**src/rtl/rand_pkg.sv**
```systemverilog
// rtl/rand_pkg.sv - shared types, default depth and seven-segment table for rand_history
package rand_pkg;

  typedef enum logic [0:0] {
    S_LIVE   = 1'b0,
    S_BROWSE = 1'b1
  } state_t;

  localparam int DEPTH_DEF = 4;

  // Active-low segments {g,f,e,d,c,b,a}; element 0 is the rightmost in the concatenation
  localparam logic [15:0][6:0] SEG_TABLE = {
    7'b0001110,  // F
    7'b0000110,  // E
    7'b0100001,  // d
    7'b1000110,  // C
    7'b0000011,  // b
    7'b0001000,  // A
    7'b0010000,  // 9
    7'b0000000,  // 8
    7'b1111000,  // 7
    7'b0000010,  // 6
    7'b0010010,  // 5
    7'b0011001,  // 4
    7'b0110000,  // 3
    7'b0100100,  // 2
    7'b1111001,  // 1
    7'b1000000   // 0
  };

endpackage

```
**src/rtl/seven_seg_dec.sv**
```systemverilog
// rtl/seven_seg_dec.sv - combinational hex digit to active-low seven-segment decoder
module seven_seg_dec
  import rand_pkg::*;
(
  input  logic [3:0] digit,
  output logic [6:0] seg
);

  assign seg = SEG_TABLE[digit];

endmodule

```
**src/rtl/rand_history.sv**
```systemverilog
// rtl/rand_history.sv - live random value display with browsable result history
// Optional registered seven-segment output enabled by RAND_HISTORY_SEG_EN.
module rand_history
  import rand_pkg::*;
#(
  parameter int DEPTH = DEPTH_DEF
) (
  input  logic                     i_clk,
  input  logic                     i_rst_n,
  input  logic                     i_valid,
  input  logic [3:0]               i_data,
  input  logic                     i_done,
  input  logic                     i_prev,
  output logic [3:0]               o_disp,
  output logic [$clog2(DEPTH)-1:0] o_idx,
  output logic [$clog2(DEPTH):0]   o_count,
  output logic                     o_browse
`ifdef RAND_HISTORY_SEG_EN
  ,
  output logic [6:0]               o_seg
`endif
);

  localparam int PTR_W = $clog2(DEPTH);
  localparam int CNT_W = PTR_W + 1;

  state_t           state;
  state_t           state_nxt;
  logic [3:0]       hist [DEPTH];
  logic [PTR_W-1:0] wr_ptr;
  logic [PTR_W-1:0] idx_nxt;
  logic [PTR_W-1:0] rd_ptr;
  logic [3:0]       live;
  logic [3:0]       disp_nxt;
  logic             load_hist;
  logic             at_oldest;

  assign at_oldest = ({1'b0, o_idx} + CNT_W'(1)) >= o_count;
  // Entry shown at history index n sits n+1 slots behind the write pointer
  assign rd_ptr    = wr_ptr - PTR_W'(1) - idx_nxt;

  always_comb begin
    state_nxt = state;
    idx_nxt   = o_idx;
    disp_nxt  = o_disp;
    load_hist = 1'b0;
    if (i_done || i_valid) begin
      state_nxt = S_LIVE;
      idx_nxt   = '0;
      disp_nxt  = i_data;
    end else if (i_prev) begin
      if (state == S_LIVE) begin
        if (o_count != '0) begin
          state_nxt = S_BROWSE;
          idx_nxt   = '0;
          load_hist = 1'b1;
        end
      end else if (!at_oldest) begin
        idx_nxt   = o_idx + PTR_W'(1);
        load_hist = 1'b1;
      end else begin
        state_nxt = S_LIVE;
        idx_nxt   = '0;
        disp_nxt  = live;
      end
    end
    if (load_hist) begin
      disp_nxt = hist[rd_ptr];
    end
  end

  always_ff @(posedge i_clk or negedge i_rst_n) begin
    if (!i_rst_n) begin
      state    <= S_LIVE;
      o_disp   <= '0;
      o_idx    <= '0;
      o_count  <= '0;
      o_browse <= 1'b0;
      wr_ptr   <= '0;
      live     <= '0;
      for (int i = 0; i < DEPTH; i++) begin
        hist[i] <= '0;
      end
    end else begin
      state    <= state_nxt;
      o_disp   <= disp_nxt;
      o_idx    <= idx_nxt;
      o_browse <= (state_nxt == S_BROWSE);
      if (i_done || i_valid) begin
        live <= i_data;
      end
      if (i_done) begin
        hist[wr_ptr] <= i_data;
        wr_ptr       <= wr_ptr + PTR_W'(1);
        if (o_count != CNT_W'(DEPTH)) begin
          o_count <= o_count + CNT_W'(1);
        end
      end
    end
  end

`ifdef RAND_HISTORY_SEG_EN
  logic [6:0] seg_nxt;

  seven_seg_dec u_seg_dec (
    .digit (disp_nxt),
    .seg   (seg_nxt)
  );

  always_ff @(posedge i_clk or negedge i_rst_n) begin
    if (!i_rst_n) begin
      o_seg <= 7'b1000000;
    end else begin
      o_seg <= seg_nxt;
    end
  end
`endif

endmodule

```
**config.mk**
```make
export PLATFORM = sky130hd
export DESIGN_NAME = rand_history
export DESIGN_NICKNAME = d
export VERILOG_FILES = /design/src/rtl/rand_pkg.sv /design/src/rtl/seven_seg_dec.sv /design/src/rtl/rand_history.sv
export SDC_FILE = /design/constraint.sdc
export NUM_CORES = 1
export LEC_CHECK = 0
export ABC_CLOCK_PERIOD_IN_PS = 6750
export BUFFER_PORTS_ARGS = -buffer_cell sky130_fd_sc_hd__buf_2
export CORE_UTILIZATION = 45
export CTS_CLUSTER_DIAMETER = 60
export DETAILED_ROUTE_END_ITERATION = 10
export PLACE_DENSITY_LB_ADDON = 0.05
export SLEW_MARGIN = 20
export SYNTH_ARGS = -nofsm -noshare
export SYNTH_HDL_FRONTEND = slang
export SYNTH_SLANG_ARGS = --single-unit
```
**constraint.sdc**
```tcl
create_clock -name i_clk -period 6.75 [get_ports i_clk]
set_input_delay 0 -clock i_clk [delete_from_list [all_inputs] [get_ports i_clk]]
set_output_delay 0 -clock i_clk [all_outputs]
set_load 0.005 [all_outputs]
```
Word level (Yosys, flattened, before mapping)
Cells that the tools add are included.

operators by class
  add/sub/neg operators = 6
  magnitude comparators = 4
  equal/unequal tests = 1
  muxes and demuxes = 23
  bitwise operators = 2
  reduce and logical (&&, ||, !) cells = 9

operators by type and width
  operator                                            count
  2-to-1 mux 4 bit                                    8
  bitwise mux 16 bit                                  1
  nonzero test 3 bit                                  4
  2-to-1 mux 2 bit                                    5
  binary-select mux 4 bit (select 2 bit)              1
  demux 4 bit (select 2 bit)                          1
  2-to-1 mux 1 bit                                    7
  >= comparator 3 bit, second input constant          2
  inverter 2 -> 3 bit                                 2
  adder 2 x 1 -> 2 bit, second input constant         2
  adder 2 x 1 -> 3 bit, second input constant         1
  adder 3 x 1 -> 3 bit, second input constant         1
  >= comparator 3 bit                                 1
  < comparator 3 x 1 -> 1 bit, second input constant  1
  inequality test 3 bit, second input constant        1
  AND reduction 3 bit                                 1
  AND reduction 2 bit                                 1
  nonzero test 2 bit                                  1
  subtractor 2 x 1 -> 2 bit, second input constant    1
  subtractor 2 bit                                    1
  logical AND 1 bit                                   1
  logical OR 1 bit                                    1

word-level totals
  bits in registers = 32
  input port bits = 9
  output and inout bits = 10
  word-level logic and storage cells = 55

Depth between registers and ports, before layout
  word-level depth = 12
  depth in mapped cells = 10
  gate-level depth less buffers = 10

Least setup slack after synthesis
Ideal clock, no wire load.

  kind = register -> register
  start point = register o_idx[0]
  end point = register o_disp[0]
  setup time = 119 ps
  data arrival time = 2498 ps
  data required time = 6631 ps
  setup slack = 4133 ps
  stages on the path, launching flop included = 11
  path buffers = 0
  period minus slack after synthesis = 2617 ps
  cell sequence = dfrtp_1 > ha_1 > ha_1 > nand2_1 > o21ai_2 > o22a_1 > ha_1 > xor2_1 > xnor2_1 > mux4_1 > o21a_1

on the way
  word-level cells in the longest chain between the ends = 12
  elaborated cells on any way between the ends = 22
  those cells by class = 3 x add/sub; 1 x order compare; 13 x mux; 1 x bitwise; 4 x reduce/logical

ends and longest elaborated chain
  element                                               line                RTL
  start: declaration                                    rand_history.sv:15  output logic [$clog2(DEPTH)-1:0] o_idx,
  start signal: assignment                              rand_history.sv:87  o_idx <= idx_nxt;
  adder 2 x 1 -> 3 bit                                  rand_history.sv:38  assign at_oldest = ({1'b0, o_idx} + CNT_W'(1)) >= o_count;
  >= comparator 3 bit                                   rand_history.sv:38
  2-to-1 mux 2 bit                                      rand_history.sv:58  end else if (!at_oldest) begin
  2-to-1 mux 2 bit                                      rand_history.sv:52  if (state == S_LIVE) begin
  2-to-1 mux 2 bit                                      rand_history.sv:51  end else if (i_prev) begin
  2-to-1 mux 2 bit                                      rand_history.sv:47  if (i_done || i_valid) begin
  subtractor 2 bit                                      rand_history.sv:40  assign rd_ptr = wr_ptr - PTR_W'(1) - idx_nxt;
  inverter 2 -> 3 bit (not written as such)             rand_history.sv:68  disp_nxt = hist[rd_ptr];
  binary-select mux 4 bit (select 2 bit)                rand_history.sv:68
  2-to-1 mux 4 bit (not written as such) (2 in series)  rand_history.sv:68
  2-to-1 mux 4 bit                                      rand_history.sv:67  if (load_hist) begin
  end signal: assignment                                rand_history.sv:86  o_disp <= disp_nxt;
  end: declaration                                      rand_history.sv:14  output logic [3:0] o_disp,

Several ways; a longest one is shown, not always the timed one. The select of a mux whose other input is x is not followed.
A chain may end at the register's enable or synchronous reset.

Worst setup path after layout
  start point = register o_idx[0]
  end point = register o_disp[2]

Same word-level chain as after synthesis.

==> results.py <==
metrics = {
    "critical_path": {
        "worst_setup_path_end_kind": "flop",
        "critical_path_required_ns": 6.92,
        "crit_arrival_ns": 3.10,
        "critPathKind": "reg2reg",
        "critPathMaxFanout": 7,
        "worst_r2r_path_depth": 10,
        "start_kind": "flop",
    },
    "clocking": {
        "cts_resized": 0,
        "clockBufferDepth": 2,
        "post-cts-setup-buffer-count": 0,
        "clkLatencyLatePin_ns": 0.29,
        "clk_pin_slew_ns": 0.07,
        "root_buffer": "clkbuf_8",
        "cts_buffers": 5,
        "cts.hold.buffers_added": 1,
        "h-tree-depth": 2,
        "cts_tree": "done",
        "cts_sinks": 32,
    },
    "placed_design": {
        "dp_slack_ns": 3.81,
        "place_congestion": 0.820,
        "io_buffer_count": 18,
        "hpwl_um": 2300,
        "dp.cells": 191,
        "place_area_um2": 1810,
    },
    "pwr": {
        "total_power_mw": 0.765,
        "leakagePower_nw": 0.864,
        "ir_drop_mv": 0.203,
        "pwr_density_cell_nw_per_um2": 400,
    },
    "floorplan": {
        "core-area_um2": 3470,
        "die_height_um": 63.1,
        "die_w_um": 63.1,
        "fp.dieArea_um2": 3990,
        "initial_core_util_pct": 48.5,
        "ioPinCount": 19,
        "rows": 21,
    },
    "timing": {
        "post-route-period-util_pct": 43.4,
        "tightestPinTransition_ns": 0.718,
        "fmax_mhz": 342,
        "setup_violations": 0,
        "holdWs_ns": 0.0193,
        "finalHoldViolCount": 0,
        "worst_slack_ns": 3.82,
        "tns_ns": 0,
        "skew_ns": 0.00563,
        "period_minus_slack_ns": 2.93,
        "grt_setup_unrepaired": "no",
        "maxSlewViolCount": 0,
        "maxSlewHeadroom_pct": 52.1,
    },
    "min_path": {
        "whs_path_depth": 2,
        "hp-class": "in2reg",
    },
    "layout": {
        "drive_gt1_share_pct": 33.8,
        "post-route-util_pct": 55.2,
        "final_area_um2": 1910,
        "fin_nets": 173,
        "area_growth_pct": 13.8,
        "final_cells": 200,
        "diodes": 0,
    },
    "yosys": {
        "synthArstFlopShare_pct": 100,
        "avgSynthCellArea_um2": 12.9,
        "ys_warn_count": 0,
        "ys_top_cells_by_area": "dfrtp_1 (48%), mux2_2 (13%), ha_1 (8.2%)",
        "synth-seq-area-share_pct": 47.6,
        "synth_top_area_cell": "dfrtp_1",
        "netlist_top_cells_count": "dfrtp_1 (32), mux2_2 (20), ha_1 (11)",
        "syn_nets": 150,
        "netlist_instances": 130,
        "synth_most_common_cell": "dfrtp_1",
        "synth-edff-count": 0,
        "yosysUniqueCellTypes": 29,
        "synth_ff_type": "dfrtp_1",
        "netlist_area_um2": 1680,
        "ys_seq_elements": 32,
        "synth_top_area_share_pct": 47.6,
    },
    "global_routing": {
        "grt_pass1_wl_um": 5110,
        "grt_start_max_net_pins": 33,
        "grt_usage_pct": 17.7,
        "antenna_found_initial": 0,
        "overflow": 0,
        "first_global_vias": 1062,
    },
    "drt": {
        "drcViolationCount": 0,
        "postRouteAntennaNets": 0,
        "dr.first_iter.drc_count": 30,
        "wl_per_cell_um": 15.4,
        "vias": 1068,
        "first_pass_iters": 4,
        "wirelength_um": 3090,
        "via_per_inst": 5.34,
    },
    "outcome": {
        "status": "completed",
    },
    "job": {
        "drv_cap": 0,
    },
}
[registers in the layout (all words and copies together), names as in the netlist]
register,cells
state,1
o_idx,2
o_count,3
live,4
wr_ptr,2
o_disp,4
hist,16
[path summary, 6_finish.rpt]
| check | from | to | slack [ns] |
|---|---|---|---|
| worst max-delay path | o_idx[0] | o_disp[2] | 3.82 |
| worst min-delay path | i_data[3] | live[3] | 0.02 |
| worst max register to register | o_idx[0] | o_disp[2] | 3.82 |
| worst min register to register | hist[7] | hist[7] | 0.50 |
| max in group asynchronous | i_rst_n | hist[14] | 5.99 |
| min in group asynchronous | i_rst_n | live[2] | 0.30 |
[logic make-up after synthesis]
| family | Yosys count | share of synthesized area [%] |
|---|---|---|
| adders and majority gates | 11 | 8.18 |
| xor gates and xnor gates | 4 | 2.08 |
| AOI/OAI and AO/OA | 24 | 11.7 |
| buffers and inverters | 13 | 3.35 |
| DFF | 32 | 47.6 |
| and+or+nand+nor | 22 | 7.44 |
| muxes | 24 | 19.6 |
[worst max-delay path, cell delays in order, from the launching register on]
cell     delay, ns
dfrtp_1       0.41
ha_1          0.33
ha_1          0.28
nand2_1       0.06
o21ai_2       0.30
o22a_1        0.23
ha_1          0.16
xor2_1        0.07
xnor2_1       0.37
mux4_1        0.41
o21a_1        0.20
[metal layers]
layer / share of wire (%) / up-vias / GRT usage, %
met5: 0 / - / 0
met3: 3.1 / 7 / 5.98
met4: 2.0 / 0 / 7.85
met2: 46 / 17 / 26.9
li1: - / 514 / -
met1: 49 / 530 / 22.7
[power by group]
group	switching, mW	total, mW	internal, mW
combinational	0.126	0.286	0.160
sequential	0.0547	0.326	0.271
clock	0.0711	0.154	0.0828
total	0.252	0.765	0.514
[cell type report]
cell class | count | area [um^2]
Clock buffer | 7 | 86.3
Clock inverter | 1 | 7.51
Fill cell | 317 | 1550
Inverter | 10 | 37.5
Multi-Input combinational cell | 85 | 825
Sequential cell | 32 | 801
Tap cell | 46 | 57.6
Timing Repair Buffer | 19 | 100
[cell usage in the layout, fill, tap and decap left out, types with 2 or more instances in the layout]
| master | n |
|---|---|
| o22a_1 | 5 |
| nand2_1 | 7 |
| a21oi_1 | 6 |
| o21ai_0 | 2 |
| o21a_1 | 4 |
| mux2_2 | 20 |
| buf_2 | 18 |
| xor2_1 | 2 |
| dfrtp_1 | 32 |
| xnor2_1 | 2 |
| clkbuf_8 | 6 |
| ha_1 | 11 |
| nand3_1 | 5 |
| mux4_1 | 4 |
| nor2_1 | 5 |
| inv_1 | 10 |
Power figures use the tool's default switching activity.
